==> src/rtl/sdr_reply_pkg.sv <==
// Shared constants, state encoding and reply-code helper for the port-1024 reply transmitter.
package sdr_reply_pkg;

    localparam int unsigned REPLY_LEN_DEFAULT = 60;

    localparam logic [7:0] RC_DISC_IDLE = 8'h02;
    localparam logic [7:0] RC_DISC_RUN  = 8'h03;
    localparam logic [7:0] RC_ERASE     = 8'h04;
    localparam logic [7:0] RC_MORE      = 8'h05;

    localparam logic [5:0] OFS_SEQ   = 6'd0;
    localparam logic [5:0] OFS_CODE  = 6'd4;
    localparam logic [5:0] OFS_MAC   = 6'd5;
    localparam logic [5:0] OFS_BOARD = 6'd11;
    localparam logic [5:0] OFS_SKEW  = 6'd20;

    // Bit positions of each request in the req/ack/pending/served vectors.
    localparam int unsigned REQ_DISC  = 0;
    localparam int unsigned REQ_MORE  = 1;
    localparam int unsigned REQ_ERASE = 2;

    typedef enum logic [1:0] {
        StIdle,
        StReq,
        StSend,
        StDone
    } state_e;

    function automatic logic [7:0] reply_code(input logic [2:0] served, input logic run_bit);
        if (served[REQ_ERASE]) begin
            return RC_ERASE;
        end else if (served[REQ_MORE]) begin
            return RC_MORE;
        end else begin
            return run_bit ? RC_DISC_RUN : RC_DISC_IDLE;
        end
    endfunction

endpackage

==> src/rtl/sdr_reply_arb.sv <==
// Request capture for the reply transmitter: edge detect, pending flags, ACK pulses and
// fixed-priority selection (erase > send_more > discovery) of the request to serve.
module sdr_reply_arb
    import sdr_reply_pkg::*;
(
    input  logic        tx_clock,
    input  logic        reset_n,
    input  logic [2:0]  req,
    input  logic [31:0] sequence_number,
    input  logic        start,
    input  logic        done,
    output logic [2:0]  ack,
    output logic        any_pending,
    output logic [2:0]  served,
    output logic [31:0] seq_snap
);

    logic [2:0]  req_q;
    logic [2:0]  ack_q;
    logic [2:0]  pending_q;
    logic [2:0]  pending_d;
    logic [2:0]  served_q;
    logic [2:0]  rise;
    logic [2:0]  sel;
    logic [31:0] seq_q;

    always_comb begin
        rise = req & ~req_q;
        sel  = 3'b000;
        if (pending_q[REQ_ERASE]) begin
            sel[REQ_ERASE] = 1'b1;
        end else if (pending_q[REQ_MORE]) begin
            sel[REQ_MORE] = 1'b1;
        end else if (pending_q[REQ_DISC]) begin
            sel[REQ_DISC] = 1'b1;
        end
        // A fresh edge on the request being retired wins over the clear.
        pending_d = (pending_q & ~(done ? served_q : 3'b000)) | rise;
    end

    always_ff @(posedge tx_clock or negedge reset_n) begin
        if (!reset_n) begin
            req_q     <= 3'b000;
            ack_q     <= 3'b000;
            pending_q <= 3'b000;
            served_q  <= 3'b000;
            seq_q     <= 32'h0;
        end else begin
            req_q     <= req;
            ack_q     <= rise;
            pending_q <= pending_d;
            if (start) begin
                served_q <= sel;
            end
            if (rise[REQ_ERASE] || rise[REQ_MORE]) begin
                seq_q <= sequence_number;
            end
        end
    end

    assign ack         = ack_q;
    assign any_pending = |pending_q;
    assign served      = served_q;
    assign seq_snap    = seq_q;

endmodule

==> src/rtl/sdr_reply_send.sv <==
// Builds and serialises 60-byte UDP replies (discovery, erase done, send more).
// Define SKEW_REPORT_EN to add the skew/phase inputs reported in discovery bytes 20-24.
module sdr_reply_send
    import sdr_reply_pkg::*;
#(
    parameter logic [7:0]  BOARD_ID      = 8'h05,
    parameter logic [7:0]  PROTOCOL_VER  = 8'd38,
    parameter logic [7:0]  FW_VERSION    = 8'd10,
    parameter int unsigned REPLY_LEN     = REPLY_LEN_DEFAULT,
    parameter int unsigned GRANT_TIMEOUT = 1250000
) (
    input  logic        tx_clock,
    input  logic        reset_n,
    input  logic        discovery_reply,
    input  logic        erase_done,
    input  logic        send_more,
    input  logic [31:0] sequence_number,
    input  logic [47:0] local_mac,
    input  logic        run,
`ifdef SKEW_REPORT_EN
    input  logic [7:0]  skew_rxtxc,
    input  logic [7:0]  skew_rxtxd,
    input  logic [10:0] skew_rxtxclk21,
    input  logic [7:0]  phaseval,
`endif
    input  logic        udp_tx_enable,
    output logic        udp_tx_request,
    output logic [15:0] udp_tx_length,
    output logic [7:0]  udp_tx_data,
    output logic        udp_tx_active,
    output logic        sending_sync,
    output logic        discovery_ACK,
    output logic        erase_ACK,
    output logic        send_more_ACK
);

    localparam int unsigned TW = (GRANT_TIMEOUT > 1) ? $clog2(GRANT_TIMEOUT) : 1;
    localparam logic [5:0]  LAST_IDX = 6'(REPLY_LEN - 1);

    state_e        state_q;
    state_e        state_d;
    logic [5:0]    idx_q;
    logic [TW-1:0] timer_q;
    logic [47:0]   mac_q;
    logic          run_q;
    logic [2:0]    req;
    logic [2:0]    ack;
    logic [2:0]    served;
    logic [31:0]   seq_snap;
    logic          any_pending;
    logic          start;
    logic          done;
    logic          disc;
    logic [7:0]    pkt_byte;

`ifdef SKEW_REPORT_EN
    logic [7:0]    skew_c_q;
    logic [7:0]    skew_d_q;
    logic [9:0]    skew_clk_q;
    logic [7:0]    phase_q;
    logic          unused_skew_msb;

    // Only the low ten bits of the clock skew are reported.
    assign unused_skew_msb = skew_rxtxclk21[10];
`endif

    assign req[REQ_DISC]  = discovery_reply;
    assign req[REQ_MORE]  = send_more;
    assign req[REQ_ERASE] = erase_done;

    assign start = (state_q == StIdle) && any_pending;
    assign done  = (state_q == StDone);

    sdr_reply_arb u_arb (
        .tx_clock        (tx_clock),
        .reset_n         (reset_n),
        .req             (req),
        .sequence_number (sequence_number),
        .start           (start),
        .done            (done),
        .ack             (ack),
        .any_pending     (any_pending),
        .served          (served),
        .seq_snap        (seq_snap)
    );

    always_ff @(posedge tx_clock or negedge reset_n) begin
        if (!reset_n) begin
            state_q <= StIdle;
        end else begin
            state_q <= state_d;
        end
    end

    always_ff @(posedge tx_clock or negedge reset_n) begin
        if (!reset_n) begin
            idx_q   <= 6'd0;
            timer_q <= '0;
            mac_q   <= 48'h0;
            run_q   <= 1'b0;
`ifdef SKEW_REPORT_EN
            skew_c_q   <= 8'h0;
            skew_d_q   <= 8'h0;
            skew_clk_q <= 10'h0;
            phase_q    <= 8'h0;
`endif
        end else begin
            if (state_q == StReq) begin
                idx_q   <= 6'd0;
                timer_q <= timer_q + 1'b1;
            end else begin
                timer_q <= '0;
                if (state_q == StSend) begin
                    idx_q <= idx_q + 6'd1;
                end
            end
            if (start) begin
                mac_q <= local_mac;
                run_q <= run;
`ifdef SKEW_REPORT_EN
                skew_c_q   <= skew_rxtxc;
                skew_d_q   <= skew_rxtxd;
                skew_clk_q <= skew_rxtxclk21[9:0];
                phase_q    <= phaseval;
`endif
            end
        end
    end

    always_comb begin
        state_d = state_q;
        unique case (state_q)
            StIdle: begin
                if (any_pending) begin
                    state_d = StReq;
                end
            end
            StReq: begin
                if (udp_tx_enable) begin
                    state_d = StSend;
                end else if (timer_q == TW'(GRANT_TIMEOUT - 1)) begin
                    state_d = StDone;
                end
            end
            StSend: begin
                // Loss of grant mid-packet drops the packet; it is never retried.
                if (!udp_tx_enable || (idx_q == LAST_IDX)) begin
                    state_d = StDone;
                end
            end
            StDone: begin
                state_d = StIdle;
            end
            default: begin
                state_d = StIdle;
            end
        endcase
    end

    assign disc = served[REQ_DISC];

    always_comb begin
        pkt_byte = 8'h00;
        case (idx_q)
            OFS_SEQ:           pkt_byte = disc ? 8'h00 : seq_snap[31:24];
            OFS_SEQ + 6'd1:    pkt_byte = disc ? 8'h00 : seq_snap[23:16];
            OFS_SEQ + 6'd2:    pkt_byte = disc ? 8'h00 : seq_snap[15:8];
            OFS_SEQ + 6'd3:    pkt_byte = disc ? 8'h00 : seq_snap[7:0];
            OFS_CODE:          pkt_byte = reply_code(served, run_q);
            OFS_MAC:           pkt_byte = mac_q[47:40];
            OFS_MAC + 6'd1:    pkt_byte = mac_q[39:32];
            OFS_MAC + 6'd2:    pkt_byte = mac_q[31:24];
            OFS_MAC + 6'd3:    pkt_byte = mac_q[23:16];
            OFS_MAC + 6'd4:    pkt_byte = mac_q[15:8];
            OFS_MAC + 6'd5:    pkt_byte = mac_q[7:0];
            OFS_BOARD:         pkt_byte = BOARD_ID;
            OFS_BOARD + 6'd1:  pkt_byte = PROTOCOL_VER;
            OFS_BOARD + 6'd2:  pkt_byte = FW_VERSION;
`ifdef SKEW_REPORT_EN
            OFS_SKEW:          pkt_byte = disc ? skew_c_q : 8'h00;
            OFS_SKEW + 6'd1:   pkt_byte = disc ? skew_d_q : 8'h00;
            OFS_SKEW + 6'd2:   pkt_byte = disc ? {3'b000, skew_clk_q[9:5]} : 8'h00;
            OFS_SKEW + 6'd3:   pkt_byte = disc ? {3'b000, skew_clk_q[4:0]} : 8'h00;
            OFS_SKEW + 6'd4:   pkt_byte = disc ? phase_q : 8'h00;
`endif
            default:           pkt_byte = 8'h00;
        endcase
    end

    always_comb begin
        udp_tx_request = (state_q == StReq);
        sending_sync   = (state_q == StReq) || (state_q == StSend);
        udp_tx_active  = (state_q == StSend);
        udp_tx_data    = (state_q == StSend) ? pkt_byte : 8'h00;
    end

    assign udp_tx_length = 16'(REPLY_LEN);
    assign discovery_ACK = ack[REQ_DISC];
    assign erase_ACK     = ack[REQ_ERASE];
    assign send_more_ACK = ack[REQ_MORE];

endmodule

==> config.mk <==
export PLATFORM = sky130hd
export DESIGN_NAME = sdr_reply_send
export DESIGN_NICKNAME = d
export VERILOG_FILES = /design/src/rtl/sdr_reply_pkg.sv /design/src/rtl/sdr_reply_arb.sv /design/src/rtl/sdr_reply_send.sv
export SDC_FILE = /design/constraint.sdc
export NUM_CORES = 1
export LEC_CHECK = 0
export BUFFER_PORTS_ARGS = -buffer_cell sky130_fd_sc_hd__buf_2
export CORE_AREA = 2 2 112 114
export CTS_BUF_LIST = sky130_fd_sc_hd__clkbuf_4 sky130_fd_sc_hd__clkbuf_8 sky130_fd_sc_hd__clkbuf_16
export DETAILED_ROUTE_END_ITERATION = 16
export DIE_AREA = 0 0 114 116
export GPL_ROUTABILITY_DRIVEN = 0
export GPL_TIMING_DRIVEN = 0
export PLACE_DENSITY = 0.79
export SLEW_MARGIN = 0
export SYNTH_ARGS = -nofsm -noshare
export SYNTH_HDL_FRONTEND = slang
export SYNTH_SLANG_ARGS = --single-unit
export TNS_END_PERCENT = 10
==> constraint.sdc <==
create_clock -name tx_clock -period 3.4 [get_ports tx_clock]
set_input_delay 0.34 -clock tx_clock [delete_from_list [all_inputs] [get_ports tx_clock]]
set_output_delay 0.34 -clock tx_clock [all_outputs]
set_load 0.01 [all_outputs]
==> results of run 1 <==
## final cells by class
type	instances	area, sq um
plain buffers	39	226
inverters	11	41.3
flip-flops and latches	122	3050
clock inverters	13	223
multi-input cells	337	2570
well taps	147	184
clock buffers	19	447
repair buffers	102	544
fillers	955	4630
## per-stage QoR
step	instances	util [%]	hold slack [ps]
floorplan	509	-	44.4
global placement	756	55.2	417
detailed placement	757	55.5	290
CTS	790	61.2	33.6
global route	790	61.2	33.9
finish	790	61.2	43.0
## worst max-delay path, delay by kind of cell (launching register included)
| kind | cells | cell delay [ps] |
|---|---|---|
| AND/OR/NAND/NOR | 2 | 990 |
| adder cells (fa/ha/maj) | 1 | 150 |
| AO/OA/AOI/OAI | 2 | 490 |
| buffers and inverters | 3 | 450 |
| flip-flops | 1 | 420 |
## power by group
part | total, mW | switching (mW) | internal (mW)
combinational | 1.85 | 0.983 | 0.867
sequential | 2.25 | 0.335 | 1.92
clock | 2.04 | 0.645 | 1.39
## cell usage after synthesis (8+ instances only)
library cell    n
nor2_1         19
a21oi_1        23
nand2_1        23
mux2_2         80
buf_2          12
inv_1          11
clkbuf_1       10
xnor2_1        12
buf_4          17
nand3_1        11
dfrtp_1       122
o21ai_0        15
a22oi_1        12
a222oi_1        8
and2_1         16
ha_1            9
## worst max path at each step
stage,startpoint,end,slack [ps],cells past startpoint
4_1_cts,idx_q[0],udp_tx_data[0],150,9
6_report,idx_q[1],udp_tx_data[5],150,8
5_1_grt,idx_q[0],udp_tx_data[0],70,9
3_5_place_dp,idx_q[0],udp_tx_data[0],610,9
2_1_floorplan,idx_q[1],udp_tx_data[1],1180,8
3_3_place_gp,reset_n,timer_q[1],550,1
## per-layer routing
metal	routed length (um)	GRT usage (%)
met5	0	0
met3	1160	6.49
met4	257	9.35
met2	6850	35.0
met1	6010	29.0
## logic make-up after synthesis
| group | count (synthesis) | synth area share, % |
|---|---|---|
| other | 2 | 0.129 |
| AOI/OAI and AO/OA | 93 | 11.0 |
| and+or+nand+nor | 122 | 12.0 |
| buffers and inverters | 50 | 4.57 |
| muxes | 82 | 15.8 |
| DFF | 122 | 52.3 |
| adders and majority gates | 9 | 1.93 |
| xor gates and xnor gates | 15 | 2.25 |
## cells in the final DEF (no fill, tap or decap), types with 5 or more instances in the layout
cell type / synthesis / final
a21oi_1: 23 / 23
a221oi_1: 5 / 5
a222oi_1: 8 / 8
a22oi_1: 12 / 12
a31oi_1: 5 / 5
and2_1: 16 / 16
and3_1: 5 / 5
buf_2: 12 / 111
buf_4: 17 / 17
bufinv_16: 0 / 6
clkbuf_1: 10 / 9
clkbuf_16: 0 / 17
conb_1: 2 / 16
dfrtp_1: 122 / 122
ha_1: 9 / 9
inv_1: 11 / 11
mux2_2: 80 / 80
nand2_1: 23 / 23
nand3_1: 11 / 11
nor2_1: 19 / 19
nor2b_1: 6 / 6
nor3_1: 5 / 5
o21ai_0: 15 / 15
o22ai_1: 6 / 6
xnor2_1: 12 / 12
## sequential cells by signal (all words and copies together) (netlist names)
register and flops:
timer_q 21, u_arb.seq_snap 32, u_arb.served 3, u_arb.req_q 3, u_arb.pending_q 3, run_q 1, idx_q 6, u_arb.ack 3
mac_q 48, state_q 2
## what timing repair did
item                       4_1_cts  5_1_grt
hold endpoints to repair        44        0
hold buffers                     1        0
gates resized for setup          0        2
setup endpoints to repair        0        2
==> out/results.ini, run 1 <==
[setup_path]
reg2reg_to=state_q[1]
cp.arrival_ps=2910
rrSetupSlack_ps=1240
reg2regPathDepth=6
worstPathRequired_ps=3060
critPathMaxFanout=8
path_class=reg -> out
crit_path_end_kind=primary output
cp-start-kind=register
slowest_stage=nor3_1
max_stage_delay_ps=560
worstPathCellList=inv_1, ha_1, buf_4, or3b_4, nor3_1, a221oi_1, a31oi_1, buf_2
r2r_start=idx_q[1]

[synthesis]
synth-seq-area-share_pct=52.3
synth.avg_cell_area_sq_um=11.8
async_flop_share_pct=100
syn_inst=495
synthFlopType=dfrtp_1
netlist_area_sq_um=5830
synth_area_leaders=dfrtp_1 52%, mux2_2 15%, buf_4 2.2%, a21oi_1 2.0%, ha_1 1.9%
synth.largest_area_cell=dfrtp_1
synth-seq-cells=122
synth_edf_count=0
synth_top_area_share_pct=52.3
ys_types=55
ys_warn_count=0

[drt]
dr.pass1.iters=5
routed_wl_mm=14.3
drtIter0Drc=494
antenna_left=0
via_per_inst=5.64
routed-via-count=4459
wl_per_cell_um=18.1
drc_errors=0

[die]
core_sq_um=11900
io_pins=117
dieArea_sq_um=13200
rows=40
die_y_um=116
start_util_pct=49.0
fp.dieW_um=114

[sta]
worst_slack_ps=147
relSlewSlack_pct=53.2
hold_viol=0
finalMaxSlewViolations=0
tightest_slew_ps=697
setup_violations=0
post-route-period-util_pct=95.7
fin_skew_ps=5.06
post-route-min-period_ps=3250
clock.fmax_ghz=0.307
rsz0062_at_grt=false
setup_tns_ps=0

[pwr]
p_leak_nw=3.27
power_mw=6.14
powerDensity_nw_per_um2=843
ir_worst_vdd_uv=470

[placed_design]
place_hpwl_mm=10.2
io_buffers=100
place_area_sq_um=6610
pre_cts_slack_ps=606

[cts]
clockRootBuffer=clkbuf_16
cts_setup_buffers=0
cts_buffers=17
clk_latency_ps=420
h-tree-depth=4
clockBufferDepth=2
clkSlewWorstSetupHoldPaths_ps=60
clock_sinks=122
cts_tree=yes

[hold_path]
holdPathEnd=u_arb.req_q[0]
holdPathStages=1
min_from=discovery_reply
hold_path_class=in -> reg

[global_route]
grt_overflow_total=0
grt_max_degree=79
grt_usage_pct=22.3
grt_pass1_vias=4511
grt_pass1_wl_mm=22.5
antenna_found_initial=0

[cells_and_area]
antenna_cells=0
nets=726
drive_gt1_share_pct=39.3
postLayoutCellArea_sq_um=7290
area_growth_pct=24.9

[run]
maxCapViolCount=0

[outcome]
status=finished, final reports clean

Power figures use the tool's default switching activity.
==> inputs of run 2 (changes only) <==
==> constraint.sdc (replaced) <==
create_clock -name tx_clock -period 3.4 [get_ports tx_clock]
set_input_delay 0.34 -clock tx_clock [delete_from_list [all_inputs] [get_ports tx_clock]]
set_output_delay 0.34 -clock tx_clock [all_outputs]
set_load 0.005 [all_outputs]
==> run 2 against run 1 <==
Die area stayed put. Clock skew is 1.0 ps lower. Combinational power hardly changed. Highest routed layer unchanged. Clock-buffer cell count stayed put. Sequential share of layout area hardly changed. Fmax is 0.39% higher. Setup slack better by 13 ps. Final area hardly changed. Largest cell class unchanged.
==> out/results.ini, run 2 (synthesized netlist as in run 1, its figures left out) <==
[drt]
antenna_left=0  ; unchanged
dr.pass1.iters=5  ; unchanged
routed-via-count=4445  ; was 4459
routed_wl_mm=14.3  ; about the same
via_per_inst=5.63  ; was 5.64
wl_per_cell_um=18.1  ; about the same
drtIter0Drc=521  ; was 494
drc_errors=0  ; unchanged

[run]
maxCapViolCount=0  ; unchanged

[sta]
post-route-period-util_pct=95.3  ; was 95.7%
clock.fmax_ghz=0.309  ; was 0.307 GHz
post-route-min-period_ps=3240  ; was 3250 ps
finalMaxSlewViolations=0  ; unchanged
hold_viol=0  ; unchanged
setup_violations=0  ; unchanged
tightest_slew_ps=697  ; about the same
rsz0062_at_grt=false  ; unchanged
setup_tns_ps=0  ; unchanged
relSlewSlack_pct=53.3  ; was 53.2%
fin_skew_ps=4.03  ; was 5.06 ps

[global_route]
grt_pass1_wl_mm=22.5  ; unchanged
antenna_found_initial=0  ; unchanged
grt_overflow_total=0  ; unchanged
grt_pass1_vias=4511  ; unchanged
grt_max_degree=79  ; unchanged
grt_usage_pct=22.3  ; unchanged

[setup_path]
crit_path_end_kind=primary output  ; unchanged
worstPathRequired_ps=3060  ; about the same
cp-start-kind=register  ; unchanged
critPathMaxFanout=10  ; was 8
cp.arrival_ps=2900  ; was 2910 ps
path_class=reg -> out  ; unchanged

[cts]
clk_latency_ps=410  ; was 420 ps
post_cts_resized=0  ; unchanged
cts_tree=yes  ; unchanged
clockBufferDepth=2  ; unchanged
clock_sinks=122  ; unchanged
clkSlewWorstSetupHoldPaths_ps=60  ; about the same
clockRootBuffer=clkbuf_16  ; unchanged
cts_buffers=17  ; unchanged
h-tree-depth=4  ; unchanged

[pwr]
ir_worst_vdd_uv=471  ; was 470 uV
p_leak_nw=3.27  ; about the same
power_mw=6.12  ; was 6.14 mW
powerDensity_nw_per_um2=840  ; was 843 nW/um^2

[die]
dieArea_sq_um=13200  ; unchanged
fp.dieW_um=114  ; unchanged
die_y_um=116  ; unchanged
start_util_pct=49.0  ; unchanged
rows=40  ; unchanged
io_pins=117  ; unchanged
core_sq_um=11900  ; unchanged

[cells_and_area]
area_growth_pct=24.9  ; about the same
largest_reg_flops=48  ; unchanged
layout_common_cells=122 x dfrtp_1, 111 x buf_2, 80 x mux2_2, 23 x nand2_1, 23 x a21oi_1  ; unchanged
drive_gt1_share_pct=39.2  ; was 39.3%
nets=726  ; unchanged
antenna_cells=0  ; unchanged
final_common_cell=dfrtp_1  ; unchanged
top_register=mac_q  ; unchanged

[placed_design]
io_buffers=100  ; unchanged
place_hpwl_mm=10.2  ; unchanged

[hold_path]
hold_path_class=in -> reg  ; unchanged

[outcome]
status=finished, final reports clean  ; unchanged

## run 2: cell types whose count changed in the layout (fill, tap and decap cells not counted)
cell | previous run | this run
clkbuf_2 | 1 | 0
clkbuf_1 | 9 | 10
## run 2: cell type report
class	count	area [sq um]
multi-input combinational	337	2570
inverter	11	41.3
buffer	39	225
clock inverter	13	223
sequential	122	3050
fill	953	4630
timing repair buffer	102	544
clock buffer	19	447
tap	147	184
## run 2: where the power goes
group,total [mW],leakage [nW],internal (mW),switching (mW)
Clock,2.04,0.322,1.39,0.643
Sequential,2.25,1.47,1.92,0.336
Combinational,1.83,1.48,0.865,0.967
Total,6.12,3.27,4.17,1.95
## run 2: routing by layer
metal	part of all wire [%]	GRT usage, %	up-vias	routed length, um
met5	0	0	-	0
met2	48	35.0	221	6830
met1	43	29.0	2164	6110
met4	1.9	9.35	0	269
li1	-	-	2036	-
met3	7.7	6.49	24	1100
## run 2: critical path, stage by stage (launching register included)
cell	delay, ps
dfrtp_1	400
inv_1	100
ha_1	200
clkbuf_1	230
clkbuf_1	350
a222oi_1	530
o22ai_1	160
a221oi_1	220
a21oi_1	110
buf_2	170
## run 2: what timing repair did
item / CTS / global route
hold buffers: 1 / 0
hold endpoints to repair: 44 / 0
setup endpoints to repair: 0 / 1
setup buffers: 0 / 0
## run 2: stage by stage
| step | utilization, % | cells | hold WS, ps | setup WS [ps] | instance area, sq um |
|---|---|---|---|---|---|
| after CTS | 61.2 | 790 | 33.6 | 162 | 7280 |
| after global placement | 55.2 | 756 | 417 | 550 | 6570 |
| after global routing | 61.2 | 790 | 33.9 | 8.81 | 7280 |
| after floorplan | - | 509 | 44.4 | 1250 | 5890 |
| final | 61.2 | 790 | 44.6 | 160 | 7280 |
| after detailed placement | 55.5 | 757 | 290 | 619 | 6610 |
## run 2: worst paths after layout
check	startpoint	endpoint	slack, ps	cells after the start
worst min-delay path	discovery_reply	u_arb.req_q[0]	40	1
worst min register to register	u_arb.req_q[0]	u_arb.ack[0]	420	1
worst max register to register	idx_q[1]	state_q[1]	1290	6
min in group asynchronous	reset_n	mac_q[29]	410	2
max in group asynchronous	reset_n	timer_q[12]	2250	3
worst max-delay path	idx_q[0]	udp_tx_data[0]	160	9
